$ cat src/rtl/sseg_scan_driver.sv
// Multiplexed seven-segment scan driver with shadow register,
// hex decode, leading-zero blanking and display enable.
//
// Ports:
//   clk      : clock, all state updates on its rising edge
//   rst      : synchronous active-high reset
//   value    : 4*NDIG hex digits, digit 0 in value[3:0] (rightmost)
//   load     : captures value into the shadow register
//   lz_blank : blank leading zero digits (digit 0 is never blanked)
//   en       : display enable; while low, the scan freezes and outputs go dark
//   SSeg     : registered active-low segments {g,f,e,d,c,b,a}
//   an       : registered active-low digit selects
module sseg_scan_driver #(
  parameter int NDIG    = 4,
  parameter int CLK_DIV = 50000
) (
  input  logic              clk,
  input  logic              rst,
  input  logic [4*NDIG-1:0] value,
  input  logic              load,
  input  logic              lz_blank,
  input  logic              en,
  output logic [6:0]        SSeg,
  output logic [NDIG-1:0]   an
);

  localparam int PW = (CLK_DIV > 1) ? $clog2(CLK_DIV) : 1;
  localparam int IW = (NDIG > 1) ? $clog2(NDIG) : 1;

  localparam logic [PW-1:0] PCNT_MAX = PW'(CLK_DIV - 1);
  localparam logic [IW-1:0] IDX_MAX  = IW'(NDIG - 1);
  localparam logic [6:0]    SEG_OFF  = 7'b1111111;

  logic [PW-1:0]     pcnt_q, pcnt_d;
  logic [IW-1:0]     idx_q, idx_d;
  logic [4*NDIG-1:0] shadow_q, shadow_d;
  logic [6:0]        sseg_q, sseg_d;
  logic [NDIG-1:0]   an_q, an_d;

  logic       tick;
  logic       blank;
  logic [3:0] cur_dig;
  logic [6:0] cur_seg;

  // Hex to active-low segment pattern {g,f,e,d,c,b,a}.
  function automatic logic [6:0] seg_dec(input logic [3:0] d);
    logic [6:0] s;
    s = SEG_OFF;
    case (d)
      4'h0: s = 7'b1000000;
      4'h1: s = 7'b1111001;
      4'h2: s = 7'b0100100;
      4'h3: s = 7'b0110000;
      4'h4: s = 7'b0011001;
      4'h5: s = 7'b0010010;
      4'h6: s = 7'b0000010;
      4'h7: s = 7'b1111000;
      4'h8: s = 7'b0000000;
      4'h9: s = 7'b0011000;
      4'hA: s = 7'b0001000;
      4'hB: s = 7'b0000011;
      4'hC: s = 7'b0100111;
      4'hD: s = 7'b0100001;
      4'hE: s = 7'b0000100;
      4'hF: s = 7'b0001110;
      default: s = SEG_OFF;
    endcase
    return s;
  endfunction

  // Digit currently selected by the scan index.
  always_comb begin
    cur_dig = 4'd0;
    for (int j = 0; j < NDIG; j++) begin
      if (IW'(j) == idx_q) cur_dig = shadow_q[4*j +: 4];
    end
  end

  // Blank when this digit and every more significant one are zero;
  // digit 0 always shows so an all-zero value reads "0".
  always_comb begin
    blank = lz_blank && (idx_q != '0);
    for (int j = 0; j < NDIG; j++) begin
      if (j >= int'(idx_q) && shadow_q[4*j +: 4] != 4'd0) blank = 1'b0;
    end
  end

  assign cur_seg = seg_dec(cur_dig);
  assign tick    = en && (pcnt_q == PCNT_MAX);

  always_comb begin
    pcnt_d   = pcnt_q;
    idx_d    = idx_q;
    shadow_d = load ? value : shadow_q;
    sseg_d   = SEG_OFF;
    an_d     = '1;
    if (en) begin
      pcnt_d = tick ? '0 : pcnt_q + 1'b1;
      if (tick) idx_d = (idx_q == IDX_MAX) ? '0 : idx_q + 1'b1;
      an_d   = ~(NDIG'(1) << idx_q);
      sseg_d = blank ? SEG_OFF : cur_seg;
    end
  end

  always_ff @(posedge clk) begin
    if (rst) begin
      pcnt_q   <= '0;
      idx_q    <= '0;
      shadow_q <= '0;
      sseg_q   <= SEG_OFF;
      an_q     <= '1;
    end else begin
      pcnt_q   <= pcnt_d;
      idx_q    <= idx_d;
      shadow_q <= shadow_d;
      sseg_q   <= sseg_d;
      an_q     <= an_d;
    end
  end

  assign SSeg = sseg_q;
  assign an   = an_q;

endmodule

$ cat config.mk
export PLATFORM = sky130hd
export DESIGN_NAME = sseg_scan_driver
export DESIGN_NICKNAME = d
export VERILOG_FILES = /design/src/rtl/sseg_scan_driver.sv
export SDC_FILE = /design/constraint.sdc
export NUM_CORES = 1
export LEC_CHECK = 0
export CORE_MARGIN = 2
export CORE_UTILIZATION = 46
export CTS_CLUSTER_SIZE = 25
export DETAILED_ROUTE_END_ITERATION = 16
export PLACE_DENSITY = 0.72
export RECOVER_POWER = 100
export SLEW_MARGIN = 20
export SYNTH_ARGS = -nofsm -noshare
export SYNTH_HDL_FRONTEND = slang
export SYNTH_SLANG_ARGS = --single-unit
$ cat constraint.sdc
create_clock -name clk -period 2.2 [get_ports clk]
set_clock_uncertainty 0.1 [all_clocks]
set_input_delay 0.22 -clock clk [delete_from_list [all_inputs] [get_ports clk]]
set_output_delay 0.22 -clock clk [all_outputs]
set_load 0.05 [all_outputs]
==> insert_results.sql <==
INSERT INTO impl_metrics (metric_group, metric, value, unit) VALUES
('pwr', 'cell_internal_pwr', '0.00117', 'W'),
('hold_path', 'hold_path_depth', '2', ''),
('worst_setup_path', 'start_of_the_worst_register_to_register_path', 'idx_q[1]', ''),
('timing', 'finalCriticalPeriod', '2.10', 'ns'),
('placed_design', 'globalplace.congestion', '0.878', ''),
('worst_setup_path', 'critPathLaunchType', 'register', ''),
('pwr', 'p_seq_share', '54.3', '%'),
('clock_network', 'htreeDepth', '2', ''),
('timing', 'timing.final.max_slew_violations', '0', ''),
('yosys', 'synthDominantAreaCellType', 'sky130_fd_sc_hd__dfxtp_1', ''),
('worst_setup_path', 'worstPathMaxFanout', '7', ''),
('timing', 'hold_violations', '0', ''),
('worst_setup_path', 'cp-end-kind', 'register', ''),
('global_routing', 'grt_antenna_before_repair', '0', ''),
('final_layout', 'antenna_cells_inserted', '0', ''),
('worst_setup_path', 'cp.arrival', '2.18', 'ns'),
('placed_design', 'placement.io_buffers', '31', ''),
('timing', 'clock.fmax', '476', 'MHz'),
('clock_network', 'clock_latency', '0.30', 'ns'),
('floorplan', 'num_rows', '24', ''),
('hold_path', 'worst_hold_path.endpoint', 'pcnt_q[1]', ''),
('worst_setup_path', 'worst-setup-path-type', 'register to register', ''),
('floorplan', 'core_region_area', '4380', 'um^2'),
('floorplan', 'floorplan.die.height', '71.8', 'um'),
('pwr', 'share_clk_of_total_power', '31.9', '%'),
('pwr', 'power', '0.00158', 'W'),
('run', 'count_of_max_cap_constraint_violations', '0', ''),
('route', 'totalWireLength', '4.10', 'mm'),
('clock_network', 'cts_sinks', '45', ''),
('timing', 'maxSlewHeadroom', '25.3', '%'),
('yosys', 'ys_types', '39', ''),
('clock_network', 'cts_root_buf', 'sky130_fd_sc_hd__clkbuf_8', ''),
('placed_design', 'placed_cell_area', '2570', 'um^2'),
('placed_design', 'dp.final_hpwl', '3.10', 'mm'),
('worst_setup_path', 'rr_endpoint', 'SSeg[3]', ''),
('route', 'detail_route.iter0.violations', '76', ''),
('pwr', 'p_sw_share', '26.0', '%'),
('final_layout', 'post_route_cells_drive_above_1_share', '13.4', '%'),
('floorplan', 'boundaryPins', '32', ''),
('yosys', 'number_of_synthesized_flops_with_an_enable_pin', '0', ''),
('clock_network', 'path_clk_slew', '0.08', 'ns'),
('final_layout', 'nFillCells', '378', ''),
('pwr', 'netSwitchingPower', '0.000412', 'W'),
('yosys', 'syn-mean-instance-area', '9.06', 'um^2'),
('final_layout', 'design_area', '2730', 'um^2'),
('yosys', 'synth_fp_nets', '265', ''),
('final_layout', 'multi_input_comb_area', '1230', 'um^2'),
('clock_network', 'cts_made_buffers', '5', ''),
('route', 'drt.antenna.violating_nets', '0', ''),
('timing', 'report.final.setup_viol', '0', ''),
('run_status', 'status', 'complete, no violations', ''),
('worst_setup_path', 'reg2reg_depth', '9', ''),
('floorplan', 'area_of_the_die', '5150', 'um^2'),
('route', 'route.detailed.wl_per_inst', '12.5', 'um'),
('final_layout', 'fin_nets', '308', ''),
('worst_setup_path', 'critical-path-top-delay-family', 'compound AO/OA/AOI/OAI gates', ''),
('clock_network', 'clock_path_buffers', '2', ''),
('route', 'drcViolationCount', '0', ''),
('yosys', 'top_count_cell_post_synth', 'sky130_fd_sc_hd__dfxtp_1', ''),
('yosys', 'synth_top_cells_by_count', 'sky130_fd_sc_hd__dfxtp_1 (45), sky130_fd_sc_hd__nor2_1 (38), sky130_fd_sc_hd__nand2_1 (22)', ''),
('yosys', 'yosys_warnings', '0', ''),
('hold_path', 'hold_path_class', 'register to register', ''),
('worst_setup_path', 'crit_path_start', 'idx_q[1]', ''),
('worst_setup_path', 'ff2ff_setup_slack', '0.1', 'ns'),
('global_routing', 'grt.overflow.total', '0', ''),
('hold_path', 'worst_hold_startpoint', 'pcnt_q[1]', ''),
('worst_setup_path', 'worstPathBufferInverterCount', '2', ''),
('global_routing', 'grt_first_pass_wirelength', '7.19', 'mm'),
('yosys', 'share_of_synthesized_registers_carrying_an_async_set_or_reset', '0', '%'),
('yosys', 'netlist_instances', '233', ''),
('global_routing', 'grt_start_max_net_pins', '21', '');
[flip-flops by register name (all words and copies together), names as in the netlist]
register / count
shadow_q: 16
pcnt_q: 16
an: 4
idx_q: 2
SSeg: 7
[metrics by stage]
stage	hold WS [ns]	utilization [%]	std cells	worst slack, ns	TNS [ns]
after floorplan	0.189	-	233	0.00187	0
after global placement	0.376	58.6	321	0.0454	0
after detailed placement	0.383	58.6	321	-0.0382	-0.0480
after CTS	0.396	60.6	329	0.0219	0
after global routing	0.421	62.3	329	-0.0149	-0.0187
final	0.403	62.3	329	0.0995	0
[power groups by stage]
stage	Combinational [W]	Sequential [W]	Clock (W)
2_1_floorplan	0.0000997	0.000909	0
3_3_place_gp	0.000215	0.000881	0
3_5_place_dp	0.000218	0.000881	0
4_1_cts	0.000218	0.000862	0.000521
5_1_grt	0.000241	0.000864	0.000547
6_report	0.000220	0.000859	0.000505
[final cells by class]
cell class                 count  share of cell area (%)
multi-input combinational    170                    44.9
timing repair buffer          46                    15.2
tap                           52                    2.38
clock buffer                   6                    2.66
sequential                    45                    33.2
inverter                       8                    1.10
clock inverter                 2                   0.549
[worst reg2reg max path, cell delays in order, from the launching register on]
cell and delay (ns):
sky130_fd_sc_hd__dfxtp_4 0.39, sky130_fd_sc_hd__inv_2 0.07, sky130_fd_sc_hd__ha_4 0.18, sky130_fd_sc_hd__nand3b_1 0.20, sky130_fd_sc_hd__a211oi_4 0.36, sky130_fd_sc_hd__inv_2 0.10, sky130_fd_sc_hd__ha_4 0.18, sky130_fd_sc_hd__a211o_1 0.25
sky130_fd_sc_hd__o211ai_1 0.09, sky130_fd_sc_hd__nand2_1 0.08
[routing by layer]
metal	vias to the layer above	wire length (um)	track usage, %
met1	734	2090	24.1
met4	0	53	6.08
met3	6	167	5.06
met5	-	0	0
li1	891	-	-
met2	33	1780	27.0
[kinds of logic (layout without fill, tap and decap cells)]
kind of cell             after synthesis  after routing  share of synthesized area [%]
multiplexers                          18             18                           8.53
flip-flops                            45             45                           42.7
XOR/XNOR                              15             15                           6.22
adder cells (fa/ha/maj)               11             11                           6.52
AND/OR/NAND/NOR                       95             95                           22.4
AO/OA/AOI/OAI                         31             31                           10.4
buffers and inverters                 18             62                           3.26
[repair_timing]
action | in CTS | in global routing
pin swaps | 1 | 3
resized for setup | 1 | 18
buffers inserted | 0 | 0
hold buffers | 0 | 0
endpoints found under the setup margin | 2 | 5
gates cloned | 0 | 0
[cell usage in the layout (no fill, tap or decap), types with 3 or more instances in the layout]
| master | Yosys | final |
|---|---|---|
| sky130_fd_sc_hd__dfxtp_1 | 45 | 43 |
| sky130_fd_sc_hd__and3_1 | 3 | 3 |
| sky130_fd_sc_hd__clkbuf_1 | 7 | 3 |
| sky130_fd_sc_hd__nor2_1 | 38 | 38 |
| sky130_fd_sc_hd__o211ai_1 | 5 | 5 |
| sky130_fd_sc_hd__xor2_1 | 9 | 9 |
| sky130_fd_sc_hd__ha_4 | 0 | 5 |
| sky130_fd_sc_hd__mux2i_1 | 18 | 18 |
| sky130_fd_sc_hd__a211o_1 | 3 | 3 |
| sky130_fd_sc_hd__nor2b_1 | 4 | 4 |
| sky130_fd_sc_hd__o21ai_0 | 4 | 4 |
| sky130_fd_sc_hd__dlygate4sd3_1 | 0 | 13 |
| sky130_fd_sc_hd__nand2b_1 | 4 | 4 |
| sky130_fd_sc_hd__nand3b_1 | 3 | 3 |
| sky130_fd_sc_hd__xnor2_1 | 6 | 6 |
| sky130_fd_sc_hd__a21oi_1 | 7 | 7 |
| sky130_fd_sc_hd__buf_4 | 0 | 13 |
| sky130_fd_sc_hd__inv_1 | 8 | 6 |
| sky130_fd_sc_hd__nand2_1 | 22 | 22 |
| sky130_fd_sc_hd__o221ai_1 | 3 | 3 |
| sky130_fd_sc_hd__clkbuf_8 | 0 | 5 |
| sky130_fd_sc_hd__ha_1 | 11 | 5 |
| sky130_fd_sc_hd__nand4_1 | 5 | 5 |
| sky130_fd_sc_hd__clkdlybuf4s50_1 | 0 | 18 |
[how the worst max path moves through the flow]
| stage | end | slack, ns |
|---|---|---|
| after floorplan | SSeg[3] | 0.002 |
| after global placement | SSeg[3] | 0.05 |
| after detailed placement | SSeg[3] | -0.04 |
| after CTS | SSeg[3] | 0.02 |
| after global routing | SSeg[3] | -0.01 |
| final | SSeg[3] | 0.1 |
No activity file was read; power rests on OpenSTA's default activity.
